`src/rtl/spectrum_pkg.sv`:
```
// Shared types and band map for the FFT spectrum peak reader.
// A bin belongs to the highest band whose start it reaches.
package spectrum_pkg;

   typedef enum logic [1:0] {
      IDLE    = 2'd0,
      COLLECT = 2'd1,
      EMIT    = 2'd2
   } reader_state_t;

   localparam int NUM_BANDS = 6;
   localparam logic [10:0] BAND_START [NUM_BANDS] =
      '{11'd0, 11'd10, 11'd20, 11'd40, 11'd80, 11'd160};

   localparam int REC_MAG_W = 16;

   typedef struct packed {
      logic [2:0]           band;
      logic [10:0]          bin;
      logic [REC_MAG_W-1:0] mag;
   } peak_rec_t;

endpackage

```
`src/rtl/band_lookup.sv`:
```
// Combinational map from FFT bin index to fingerprint band number.
module band_lookup
   import spectrum_pkg::*;
(
   input  logic [10:0] index,
   output logic [2:0]  band
);

   always_comb begin
      band = 3'd0;
      for (int i = 1; i < NUM_BANDS; i++) begin
         if (index >= BAND_START[i]) band = 3'(i);
      end
   end

endmodule

```
`src/rtl/spectrum_peak_reader.sv`:
```
// Reads one FFT frame of magnitudes bin by bin, tracks the per-band maximum,
// then streams one peak record per band. Handshake: a record moves on peak_valid & peak_ready.
module spectrum_peak_reader
   import spectrum_pkg::*;
#(
   parameter int NUM_BINS = 512,
   parameter int MAG_DW   = 16,
   parameter int FRAME_W  = 16
) (
   input  logic               clk,
   input  logic               reset_n,
   input  logic               done_fft,
   output logic [10:0]        index,
   input  logic [MAG_DW-1:0]  magnitude,
   input  logic               magnitude_ready,
   output logic               peak_valid,
   input  logic               peak_ready,
   output logic [2:0]         peak_band,
   output logic [10:0]        peak_bin,
   output logic [MAG_DW-1:0]  peak_mag,
   output logic [FRAME_W-1:0] peak_frame,
   output logic               peak_last,
   output logic               frame_dropped,
   output logic               busy,
   output logic [1:0]         dbg_state
);

   localparam logic [10:0] LAST_BIN = 11'(NUM_BINS - 1);

   reader_state_t     state;
   logic              done_q;
   logic              done_rise;
   logic [2:0]        cur_band;
   logic [2:0]        next_band;
   logic [MAG_DW-1:0] band_max [NUM_BANDS];
   logic [10:0]       band_bin [NUM_BANDS];

   band_lookup u_band_lookup (
      .index (index),
      .band  (cur_band)
   );

   assign done_rise = done_fft & ~done_q;
   assign next_band = peak_band + 3'd1;
   assign dbg_state = state;

   always_ff @(posedge clk or negedge reset_n) begin
      if (!reset_n) begin
         state         <= IDLE;
         done_q        <= 1'b0;
         index         <= '0;
         peak_valid    <= 1'b0;
         peak_band     <= '0;
         peak_bin      <= '0;
         peak_mag      <= '0;
         peak_frame    <= '0;
         peak_last     <= 1'b0;
         frame_dropped <= 1'b0;
         busy          <= 1'b0;
         for (int i = 0; i < NUM_BANDS; i++) begin
            band_max[i] <= '0;
            band_bin[i] <= '0;
         end
      end else begin
         done_q        <= done_fft;
         frame_dropped <= done_rise && (state != IDLE);
         case (state)
            IDLE: begin
               if (done_rise) begin
                  for (int i = 0; i < NUM_BANDS; i++) begin
                     band_max[i] <= '0;
                     band_bin[i] <= BAND_START[i];
                  end
                  state <= COLLECT;
                  busy  <= 1'b1;
               end
            end
            COLLECT: begin
               if (magnitude_ready) begin
                  // Strict compare: on a tie the earlier (lower) bin is kept.
                  if (magnitude > band_max[cur_band]) begin
                     band_max[cur_band] <= magnitude;
                     band_bin[cur_band] <= index;
                  end
                  // Band 0 cannot be written on the final strobe, so it is safe to load now.
                  if (index == LAST_BIN) begin
                     state      <= EMIT;
                     peak_valid <= 1'b1;
                     peak_band  <= 3'd0;
                     peak_bin   <= band_bin[0];
                     peak_mag   <= band_max[0];
                     peak_last  <= 1'b0;
                  end else begin
                     index <= index + 11'd1;
                  end
               end
            end
            EMIT: begin
               if (peak_valid && peak_ready) begin
                  if (peak_band == 3'(NUM_BANDS - 1)) begin
                     state      <= IDLE;
                     busy       <= 1'b0;
                     peak_valid <= 1'b0;
                     peak_last  <= 1'b0;
                     peak_band  <= '0;
                     peak_bin   <= '0;
                     peak_mag   <= '0;
                     index      <= '0;
                     peak_frame <= peak_frame + FRAME_W'(1);
                  end else begin
                     peak_band <= next_band;
                     peak_bin  <= band_bin[next_band];
                     peak_mag  <= band_max[next_band];
                     peak_last <= (peak_band == 3'(NUM_BANDS - 2));
                  end
               end
            end
            default: state <= IDLE;
         endcase
      end
   end

endmodule

```
`config.mk`:
```
export PLATFORM = sky130hd
export DESIGN_NAME = spectrum_peak_reader
export DESIGN_NICKNAME = d
export VERILOG_FILES = /design/src/rtl/spectrum_pkg.sv /design/src/rtl/band_lookup.sv /design/src/rtl/spectrum_peak_reader.sv
export SDC_FILE = /design/constraint.sdc
export NUM_CORES = 1
export LEC_CHECK = 0
export BUFFER_PORTS_ARGS = -buffer_cell sky130_fd_sc_hd__buf_2
export CAP_MARGIN = 20
export CORE_ASPECT_RATIO = 0.7
export CORE_MARGIN = 2
export CORE_UTILIZATION = 45
export DETAILED_ROUTE_END_ITERATION = 8
export SYNTH_ARGS = -nofsm -noshare
export SYNTH_HDL_FRONTEND = slang
export SYNTH_SLANG_ARGS = --single-unit
export TNS_END_PERCENT = 5
```
`constraint.sdc`:
```
create_clock -name clk -period 4.1 [get_ports clk]
set_input_delay 0.41 -clock clk [delete_from_list [all_inputs] [get_ports clk]]
set_output_delay 0.41 -clock clk [all_outputs]
set_load 0.01 [all_outputs]
```
==> results, run 1 <==
- The flow ran to the end, but the final reports show violations.
- The checks that failed: negative hold slack.
- The leakage power summed over all cells is 6.266 nW.
- Setup repair after global routing could not meet its margin everywhere.
- The root buffer cell is sky130_fd_sc_hd__clkbuf_16.
- The final HPWL from detailed placement is 23140 µm.
- The netlist area before placement is 11020 µm².
- The synthesized flop and latch total is 226.
- The placed instance area is 12440 µm².
- The average via count per standard cell is 6.084.
- The number of cells on the worst reg-to-reg path is 16.
- Summing the areas of all xor and xnor instances in the mapped netlist gives 1.827% of the synthesized area.
- The global placer's final weighted congestion is 0.8600.
- The total of buffers placed on input and output ports is 83.
- Final hold analysis gives a worst-case slack of -0.04788 ns.
- The final-stage net count is 1165.
- In the routed design, unresolved DRC markers number 0.
- The largest area contributor in the synthesized netlist is sky130_fd_sc_hd__dfrtp_1.
- The area enclosed by the die boundary is 25790 µm².
- After detailed routing, the average wire length per cell comes to 23.40 µm.
- The number of antenna cells inserted is 0.
- For this run, the top clock speed supported by timing is 247.7 MHz.
- Counting both buffers and inverters, the worst setup path holds a total of 5.
- The final standard cell count with taps included and fillers excluded is 1456.
- After synthesis, the largest area contributor takes up 51.30% of total cell area.
- The final critical delay including setup and external delays is 4.037 ns.
- Clock-pin slew was measured on the worst setup and hold paths at 0.06 ns.
- The clock buffer count from CTS is 23.
- The number of flops mapped to enable cells by yosys is 0.
- In this run the worst path has a maximum fanout of 24.
- The number of nets in the synthesized netlist is 1022.
- The number of levels in the clock H-tree is 1.
- Synthesis produced a netlist whose cell count is 979.
- On the final layout, the worst clock skew is 0.01016 ns.
- Among all flip-flop cells after synthesis, the most frequent one is sky130_fd_sc_hd__dfrtp_1.
- The fraction of synthesized area in multiplexers is 9.613%.
- The total power per unit cell area is 336.3 nW/µm².
- The wire length of the first global-routing pass is 52370 µm.
- The routed layout has 8859 vias.
- The number of max-slew violations in the final report is 0.
- The final count of hold timing violations came to 24.
- The gate family responsible for the most delay along the worst path is simple AND/OR/NAND/NOR gates.
- Across every metal layer, demand over resource in global routing totals 26.66%.
- The final-report setup violation count is 0.
- Summing the areas of all compound-gate instances in the mapped netlist gives 19.37% of the synthesized area.
- The share of synthesized cell area in full adder, half adder and majority cells is 2.497%.
- The clock drives 226 sinks.
- After synthesis, the largest family of logic cells by area is compound AO/OA/AOI/OAI gates.
- The number of antenna violations at the first check in global routing was 2.
- After Yosys synthesis, and, or, nand and nor cells account for 11.80% of the synthesized area.
- For the pin with the worst max-slew slack, the measured transition is 0.8879 ns.
- The effective utilization at floorplan is 46.17%.
- The aggregate negative setup slack is 0 ns.
- Max-cap violations in this run came to 0.
- The maximum number of pins on one net before global-route repair is 115.
- The per-instance average area after synthesis is 11.26 µm².
- The number of DRC markers in iteration 0 is 784.
- The data arrival time at the worst-slack endpoint is 4.44 ns.
- The synthesized netlist contains 58 unique library cells.
- The data required time at the worst endpoint is 4.50 ns.
- After global routing the overflow that remains totals 0.
- In this run the number of cells on the critical path is 16.
- Sorting the synthesized cells by area gives the leading types as sky130_fd_sc_hd__dfrtp_1, sky130_fd_sc_hd__a22o_1, sky130_fd_sc_hd__mux4_2, sky130_fd_sc_hd__mux2i_1, sky130_fd_sc_hd__a21oi_1.
- The slowest stage of the critical path is the sky130_fd_sc_hd__or4_4 cell.
- The via count of the first global-routing pass was 8399.
- The worst setup path is of the flip-flop to flip-flop kind.
- After floorplanning, the core was divided into 47 placement rows.
- The worst min-delay path class is primary input to asynchronous set/reset pin.
- The register area share after synthesis is 51.30%.
- The design draws 4.562 mW.
- The layout has 2064 filler cells.
- Of the cells placed in the final design, the portion with a size suffix greater than 1 is 26.01%.
- The CTS tree is yes.
- In this run the deepest clock path goes through 3 buffers.
- The number of hold-repair buffers added at the cts stage is 0.
- The longest individual stage delay on the worst path is 0.50 ns.
- The placement-stage worst setup slack is -0.1983 ns.
- The worst pin sits at a relative slew slack of 40.03%.
- The number of detailed-route iterations in the first pass is 5.
- The utilization after layout is 56.82%.
- The overall die width is 191.1 µm.
- The y dimension of the die is 135.0 µm.
- Traced cell by cell, the critical path runs through buf_6, nor4_4, and2_1, and3_4, buf_12, nor3_1, or4_4, ha_4, buf_4, nand4_1, or4_4, a21oi_4, clkbuf_16, nor3_2, buf_12, a22o_1.
- The worst ir drop on vdd is 0.3054 mV.
- The critical path launch point type is a flip-flop.
- During I/O placement, the number of pins put on the boundary was 84.
- The core region area is 23880 µm².
- The fraction of registers with async set or reset after synthesis is 100.0%.
- The total wire length is 34080 µm.
- The clock insertion delay at the later pin of the skew report is 0.52 ns.
- For this run, the number of Yosys warnings is 0.
- The number of instances in the placed design is 1398.
- The detail route stage leaves a number of antenna-violating nets equal to 0.
- The final critical-path share of the clock period is 98.47%.
- The category of the worst setup path capture point is a flip-flop.
- After routing the design area is 13570 µm².
- Relative to the synthesized area, the layout overhead comes to 23.06%.
- The worst path meets setup with 0.06269 ns of slack.
[registers in the layout (all words and copies together), names as in the netlist]
| signal | flops |
|---|---|
| band_bin | 66 |
| band_max | 96 |
| busy | 1 |
| dbg_state | 2 |
| done_q | 1 |
| frame_dropped | 1 |
| index | 11 |
| peak_band | 3 |
| peak_bin | 11 |
| peak_frame | 16 |
| peak_last | 1 |
| peak_mag | 16 |
| peak_valid | 1 |
[cells in the mapped netlist, types with 3 or more instances]
master                      count
sky130_fd_sc_hd__buf_2         34
sky130_fd_sc_hd__a21o_1         5
sky130_fd_sc_hd__mux2_2         9
sky130_fd_sc_hd__buf_1          3
sky130_fd_sc_hd__a221oi_1       8
sky130_fd_sc_hd__xor2_1         6
sky130_fd_sc_hd__ha_1          22
sky130_fd_sc_hd__and3_1        15
sky130_fd_sc_hd__and2_1        29
sky130_fd_sc_hd__or4_1          4
sky130_fd_sc_hd__a22oi_1       17
sky130_fd_sc_hd__o2bb2ai_1      4
sky130_fd_sc_hd__nand4_1       10
sky130_fd_sc_hd__o21ai_0       38
sky130_fd_sc_hd__nand2b_1       4
sky130_fd_sc_hd__nand3_1       29
sky130_fd_sc_hd__xnor2_1       17
sky130_fd_sc_hd__inv_1         18
sky130_fd_sc_hd__a21oi_1       65
sky130_fd_sc_hd__dfrtp_1      226
sky130_fd_sc_hd__buf_4          5
sky130_fd_sc_hd__nor2_1        51
sky130_fd_sc_hd__mux4_2        27
sky130_fd_sc_hd__nand2_1       37
sky130_fd_sc_hd__nand2_2        5
sky130_fd_sc_hd__o21ai_1       12
sky130_fd_sc_hd__a22o_1       124
sky130_fd_sc_hd__a211o_1        4
sky130_fd_sc_hd__mux2i_1       35
sky130_fd_sc_hd__nor3_1        46
sky130_fd_sc_hd__nor4_1         5
sky130_fd_sc_hd__clkbuf_1      29
sky130_fd_sc_hd__o22ai_1        8
[cell type report]
| cell class | count | area [µm²] | area share [%] |
|---|---|---|---|
| clock inverters | 5 | 103.9 | 0.7655 |
| inverters | 18 | 67.56 | 0.4980 |
| flip-flops and latches | 226 | 5659 | 41.71 |
| well taps | 318 | 397.9 | 2.933 |
| repair buffers | 189 | 1516 | 11.18 |
| multi-input cells | 664 | 5137 | 37.87 |
| clock buffers | 36 | 684.4 | 5.045 |
[report_power, final]
group	leakage (nW)	internal, mW	switching [mW]
Combinational	2.77	0.0322	0.0901
Sequential	3.11	2.23	0.000344
Clock	0.386	1.33	0.876
Total	6.27	3.60	0.967
[worst paths after layout]
check,from,to,slack (ns)
min reg2reg,done_q,frame_dropped,0.43
min in group clk,done_fft,done_q,0.04
max,index[7],band_bin[2],0.06
max reg2reg,index[7],band_bin[2],0.06
min,reset_n,peak_mag[10],-0.05
max in group asynchronous,reset_n,band_bin[0],3.10
[layer usage]
| metal | vias up | part of all wire, % | GRT usage [%] |
|---|---|---|---|
| met1 | 4476 | 50 | 44.00 |
| li1 | 3984 | - | - |
| met2 | 339 | 40 | 35.47 |
| met4 | 4 | 2.3 | 5.726 |
| met3 | 56 | 7.9 | 5.249 |
| met5 | - | 0.065 | 0 |
[kinds of logic after synthesis]
| family | Yosys count |
|---|---|
| muxes | 71 |
| xor gates and xnor gates | 23 |
| AOI/OAI and AO/OA | 298 |
| DFF | 226 |
| adders and majority gates | 22 |
| buffers and inverters | 89 |
| and+or+nand+nor | 250 |
[layout by cell type (no fill, tap or decap), drive strengths merged, types with 2 or more instances in the layout]
master / count
dfrtp: 226
buf: 187
a22o: 124
a21oi: 66
nor2: 52
o21ai: 50
nor3: 47
nand2: 42
clkbuf: 38
mux2i: 35
nand3: 30
and2: 29
mux4: 27
ha: 22
inv: 19
a22oi: 17
xnor2: 17
and3: 15
nand4: 10
mux2: 9
a221oi: 8
o22ai: 8
nor4: 8
xor2: 6
a21o: 5
nand2b: 4
o2bb2ai: 4
a211o: 4
or4: 4
bufinv: 3
a2bb2oi: 2
o32a: 2
or2: 2
[repair_timing]
item,4_1_cts,5_1_grt
endpoints found under the setup margin,74,162
cloned,0,3
endpoints found under the hold margin,0,0
buffers inserted,0,13
gates resized for setup,3,39
pin swaps,0,36
[worst reg2reg max path, cell delays in order, from the launching register on]
cell and delay [ns]:
sky130_fd_sc_hd__dfrtp_1 0.41, sky130_fd_sc_hd__buf_6 0.13, sky130_fd_sc_hd__nor4_4 0.39, sky130_fd_sc_hd__and2_1 0.20
sky130_fd_sc_hd__and3_4 0.19, sky130_fd_sc_hd__buf_12 0.13, sky130_fd_sc_hd__nor3_1 0.05, sky130_fd_sc_hd__or4_4 0.50
sky130_fd_sc_hd__ha_4 0.28, sky130_fd_sc_hd__buf_4 0.09, sky130_fd_sc_hd__nand4_1 0.11, sky130_fd_sc_hd__or4_4 0.46
sky130_fd_sc_hd__a21oi_4 0.26, sky130_fd_sc_hd__clkbuf_16 0.21, sky130_fd_sc_hd__nor3_2 0.06, sky130_fd_sc_hd__buf_12 0.17
sky130_fd_sc_hd__a22o_1 0.27
No activity file was read; power rests on OpenSTA's default activity.
==> inputs of run 2 (changes only) <==
--- a/config.mk
+++ b/config.mk
@@ -9,8 +9,9 @@
 export CAP_MARGIN = 20
 export CORE_ASPECT_RATIO = 0.7
 export CORE_MARGIN = 2
-export CORE_UTILIZATION = 45
+export CORE_UTILIZATION = 55
 export DETAILED_ROUTE_END_ITERATION = 8
+export PLACE_DENSITY = 0.77
 export SYNTH_ARGS = -nofsm -noshare
 export SYNTH_HDL_FRONTEND = slang
 export SYNTH_SLANG_ARGS = --single-unit
==> run 2 against run 1 <==
The flow still finishes with violations (negative hold slack). Critical path depth decreased by 1. Setup slack improved by 0.0086 ns. Clock skew increased by 0.0051 ns. Fmax increased by 0.21%. Clock power decreased by 10%. Routed wire length decreased by 1.4%. Critical endpoint is now band_max[68]. Highest routed layer is now met4.
==> results, run 2 (same netlist as run 1, synthesis figures left out) <==
- The flow ran to the end, but the final reports show violations.
- The checks that failed: negative hold slack.
- The y dimension of the die was 122.5 µm (-9.3%).
- The headroom to the max-slew limit is 31.34% (-8.7 points).
- The via count came to 9199 (+3.8%).
- The final instance area is 13120 µm² (-3.3%).
- The number of detailed-route iterations in the first pass is 5 (unchanged).
- The number of instances in the placed design is 1330 (-4.9%).
- The clock buffer count from CTS is 22 (-4.3%).
- The clock insertion delay at the later pin of the skew report came to 0.52 ns (about the same).
- The maximum clock rate came to 248.2 MHz (+0.21%).
- The number of hold-repair buffers added at the cts stage is 0 (unchanged).
- The global placer's final weighted congestion is 0.9113 (+6.0%).
- The highest layer touched by signal routing is met4.
- The top cell types in the final layout, fill and taps aside, are sky130_fd_sc_hd__dfrtp_1, sky130_fd_sc_hd__a22o_1, sky130_fd_sc_hd__buf_2.
- The remaining number of nets flagged by the antenna check after routing is 0 (unchanged).
- The overall die width was 173.2 µm (-9.3%).
- The slew at the pin closest to its max-slew limit is 1.028 ns (+0.1396 ns).
- The final critical-path share of the clock period is 98.26% (-0.21 points).
- The category of the worst setup path capture point is a flip-flop.
- The number of max-cap violations is 0 (unchanged).
- The wire length on met3 came to 4259 µm (+58%).
- The data arrival time at the worst-slack endpoint is 4.48 ns (+0.04 ns).
- The total wire length is 33590 µm (-1.4%).
- The detailed-routed wire length on met2 is 14190 µm (+3.9%).
- The standard-cell row count is 43 (-8.5%).
- The data required time at the worst endpoint is 4.55 ns (+0.05 ns).
- Counting flops per register, the top entry is band_max.
- The worst hold margin is -0.04906 ns (-0.001179 ns).
- The largest registers in the layout are band_max x96, band_bin x66.
- The post-route clock skew is 0.01529 ns (+0.005128 ns).
- The final worst-path setup slack is 0.07126 ns (+0.008570 ns).
- The core region area was 19750 µm² (-17%).
- The total power per unit cell area is 330.4 nW/µm² (-1.8%).
- The via count of the first global-routing pass was 8623 (+2.7%).
- The CTS tree is yes.
- The root buffer cell is sky130_fd_sc_hd__clkbuf_16.
- The library cell used most frequently in the layout, excluding fill and tap cells, is sky130_fd_sc_hd__dfrtp_1.
- The number of antenna violations at the first check in global routing came to 2 (unchanged).
- The number of remaining DRC errors is 0 (unchanged).
- The average wire per cell in the routed design is 24.39 µm (+4.2%).
- The number of buffers on the longest clock path is 3 (unchanged).
- The final-report setup violation count came to 0 (unchanged).
- Setup repair after global routing could not meet its margin everywhere.
- The fraction of final layout cells with drive strength greater than 1 came to 23.62% (-2.4 points).
- The total of buffers placed on input and output ports was 83 (unchanged).
- The aggregate negative setup slack is 0 ns (unchanged).
- The number of top-level pins is 84 (unchanged).
- The total power after layout was 4.333 mW (-5.0%).
- The utilization after layout was 66.43% (+9.6 points).
- The effective utilization at floorplan is 55.83% (+9.7 points).
- The final-stage net count is 1133 (-2.7%).
- The average via count per standard cell is 6.680 (+9.8%).
- The sum of routed wire segments on met1 came to 14280 µm (-15%).
- The wire length of the first global-routing pass is 51360 µm (-1.9%).
- By startpoint and endpoint, the worst setup path is classified as flip-flop to flip-flop.
- The highest fanout seen on the critical path is 16 (-33%).
- The area enclosed by the die boundary is 21210 µm² (-18%).
- The total of fill cells in the finished design is 1500 (-27%).
- The clock-pin transition on the worst setup and hold timing paths is 0.07 ns (about the same).
- The critical path launch point type is a flip-flop.
- The final HPWL from detailed placement came to 21890 µm (-5.4%).
- The final critical delay including setup and external delays is 4.029 ns (-0.008570 ns).
- The placement-stage worst setup slack came to 0.07244 ns (+0.2707 ns).
- The number of max-slew violations in the final report is 0 (unchanged).
- The number of DRC markers in iteration 0 is 1229 (+57%).
- The overall fraction of global-route tracks in use is 31.48% (+4.8 points).
- The placed instance area is 12260 µm² (-1.5%).
- The leakage power summed over all cells is 6.066 nW (-3.2%).
- The number of levels in the clock H-tree is 1 (unchanged).
- The final count of hold timing violations is 17 (-29%).
- The worst ir drop on vdd was 0.3367 mV (+10%).
- The min-delay analysis places its worst path in the category primary input to asynchronous set/reset pin.
- The number of flip-flops in the largest register came to 96 (unchanged).
- The final standard cell count with taps included and fillers excluded was 1377 (-5.4%).
- The area growth from synthesis to layout is 18.98%.
- The number of clock sinks is 226 (unchanged).
- The maximum number of pins on one net before global-route repair is 118 (+2.6%).
- The global-route congestion overflow total was 0 (unchanged).
run 2: cell types whose count changed in the layout (fill, tap and decap cells not counted), moves of 3 or more:
cell,change
sky130_fd_sc_hd__o21ai_1,-3
sky130_fd_sc_hd__buf_4,-20
sky130_fd_sc_hd__bufinv_16,-3
sky130_fd_sc_hd__o21ai_0,+3
sky130_fd_sc_hd__buf_8,-3
sky130_fd_sc_hd__buf_6,-9
sky130_fd_sc_hd__clkinv_2,+5
run 2: what timing repair did:
item	CTS	global route
buffers inserted	0	3
gates resized for setup	0	15
hold endpoints to repair	0	0
endpoints found under the setup margin	0	158
run 2: area by class of cell:
| class | count | area [µm²] | share of cell area, % |
|---|---|---|---|
| Multi-Input combinational cell | 664 | 5117 | 39.02 |
| Clock inverter | 7 | 41.29 | 0.3148 |
| Sequential cell | 226 | 5658 | 43.14 |
| Inverter | 18 | 67.56 | 0.5151 |
| Antenna cell | 2 | 5.005 | 0.03816 |
| Clock buffer | 32 | 649.4 | 4.951 |
| Timing Repair Buffer | 158 | 1240 | 9.453 |
| Tap cell | 270 | 337.8 | 2.576 |
run 2: worst max-delay path, stage by stage (launching register included):
cell and delay (ns):
sky130_fd_sc_hd__dfrtp_1 0.43, sky130_fd_sc_hd__nor4_4 0.41, sky130_fd_sc_hd__and2_1 0.22, sky130_fd_sc_hd__and3_4 0.20, sky130_fd_sc_hd__buf_12 0.15, sky130_fd_sc_hd__nor3_1 0.05, sky130_fd_sc_hd__or4_1 0.48, sky130_fd_sc_hd__ha_1 0.31
sky130_fd_sc_hd__nand4_1 0.19, sky130_fd_sc_hd__or4_4 0.50, sky130_fd_sc_hd__a21oi_4 0.19, sky130_fd_sc_hd__buf_12 0.17, sky130_fd_sc_hd__a21oi_1 0.10, sky130_fd_sc_hd__nand2_4 0.22, sky130_fd_sc_hd__clkbuf_16 0.20, sky130_fd_sc_hd__a22o_1 0.15
run 2: routing by layer:
| layer | track usage, % | vias to the layer above |
|---|---|---|
| li1 | - | 3927 |
| met1 | 47.10 | 4653 |
| met2 | 44.15 | 554 |
| met3 | 10.04 | 65 |
| met4 | 8.792 | 0 |
| met5 | 0 | - |
run 2: final timing paths:
| check | depth (start not counted) | end | startpoint | slack (ns) |
|---|---|---|---|---|
| setup / recovery | 15 | band_max[68] | index[10] | 0.07 |
| hold / removal | 1 | band_max[29] | reset_n | -0.05 |
| setup reg to reg | 15 | band_max[68] | index[10] | 0.07 |
| hold reg to reg | 1 | frame_dropped | done_q | 0.43 |
| max in group asynchronous | 2 | band_max[49] | reset_n | 3.19 |
| min in group clk | 1 | done_q | done_fft | 0.05 |
run 2: power breakdown:
group	internal, mW	switching [mW]
Clock	1.10	0.883
Sequential	2.23	0.000316
Combinational	0.0285	0.0884
Total	3.36	0.971
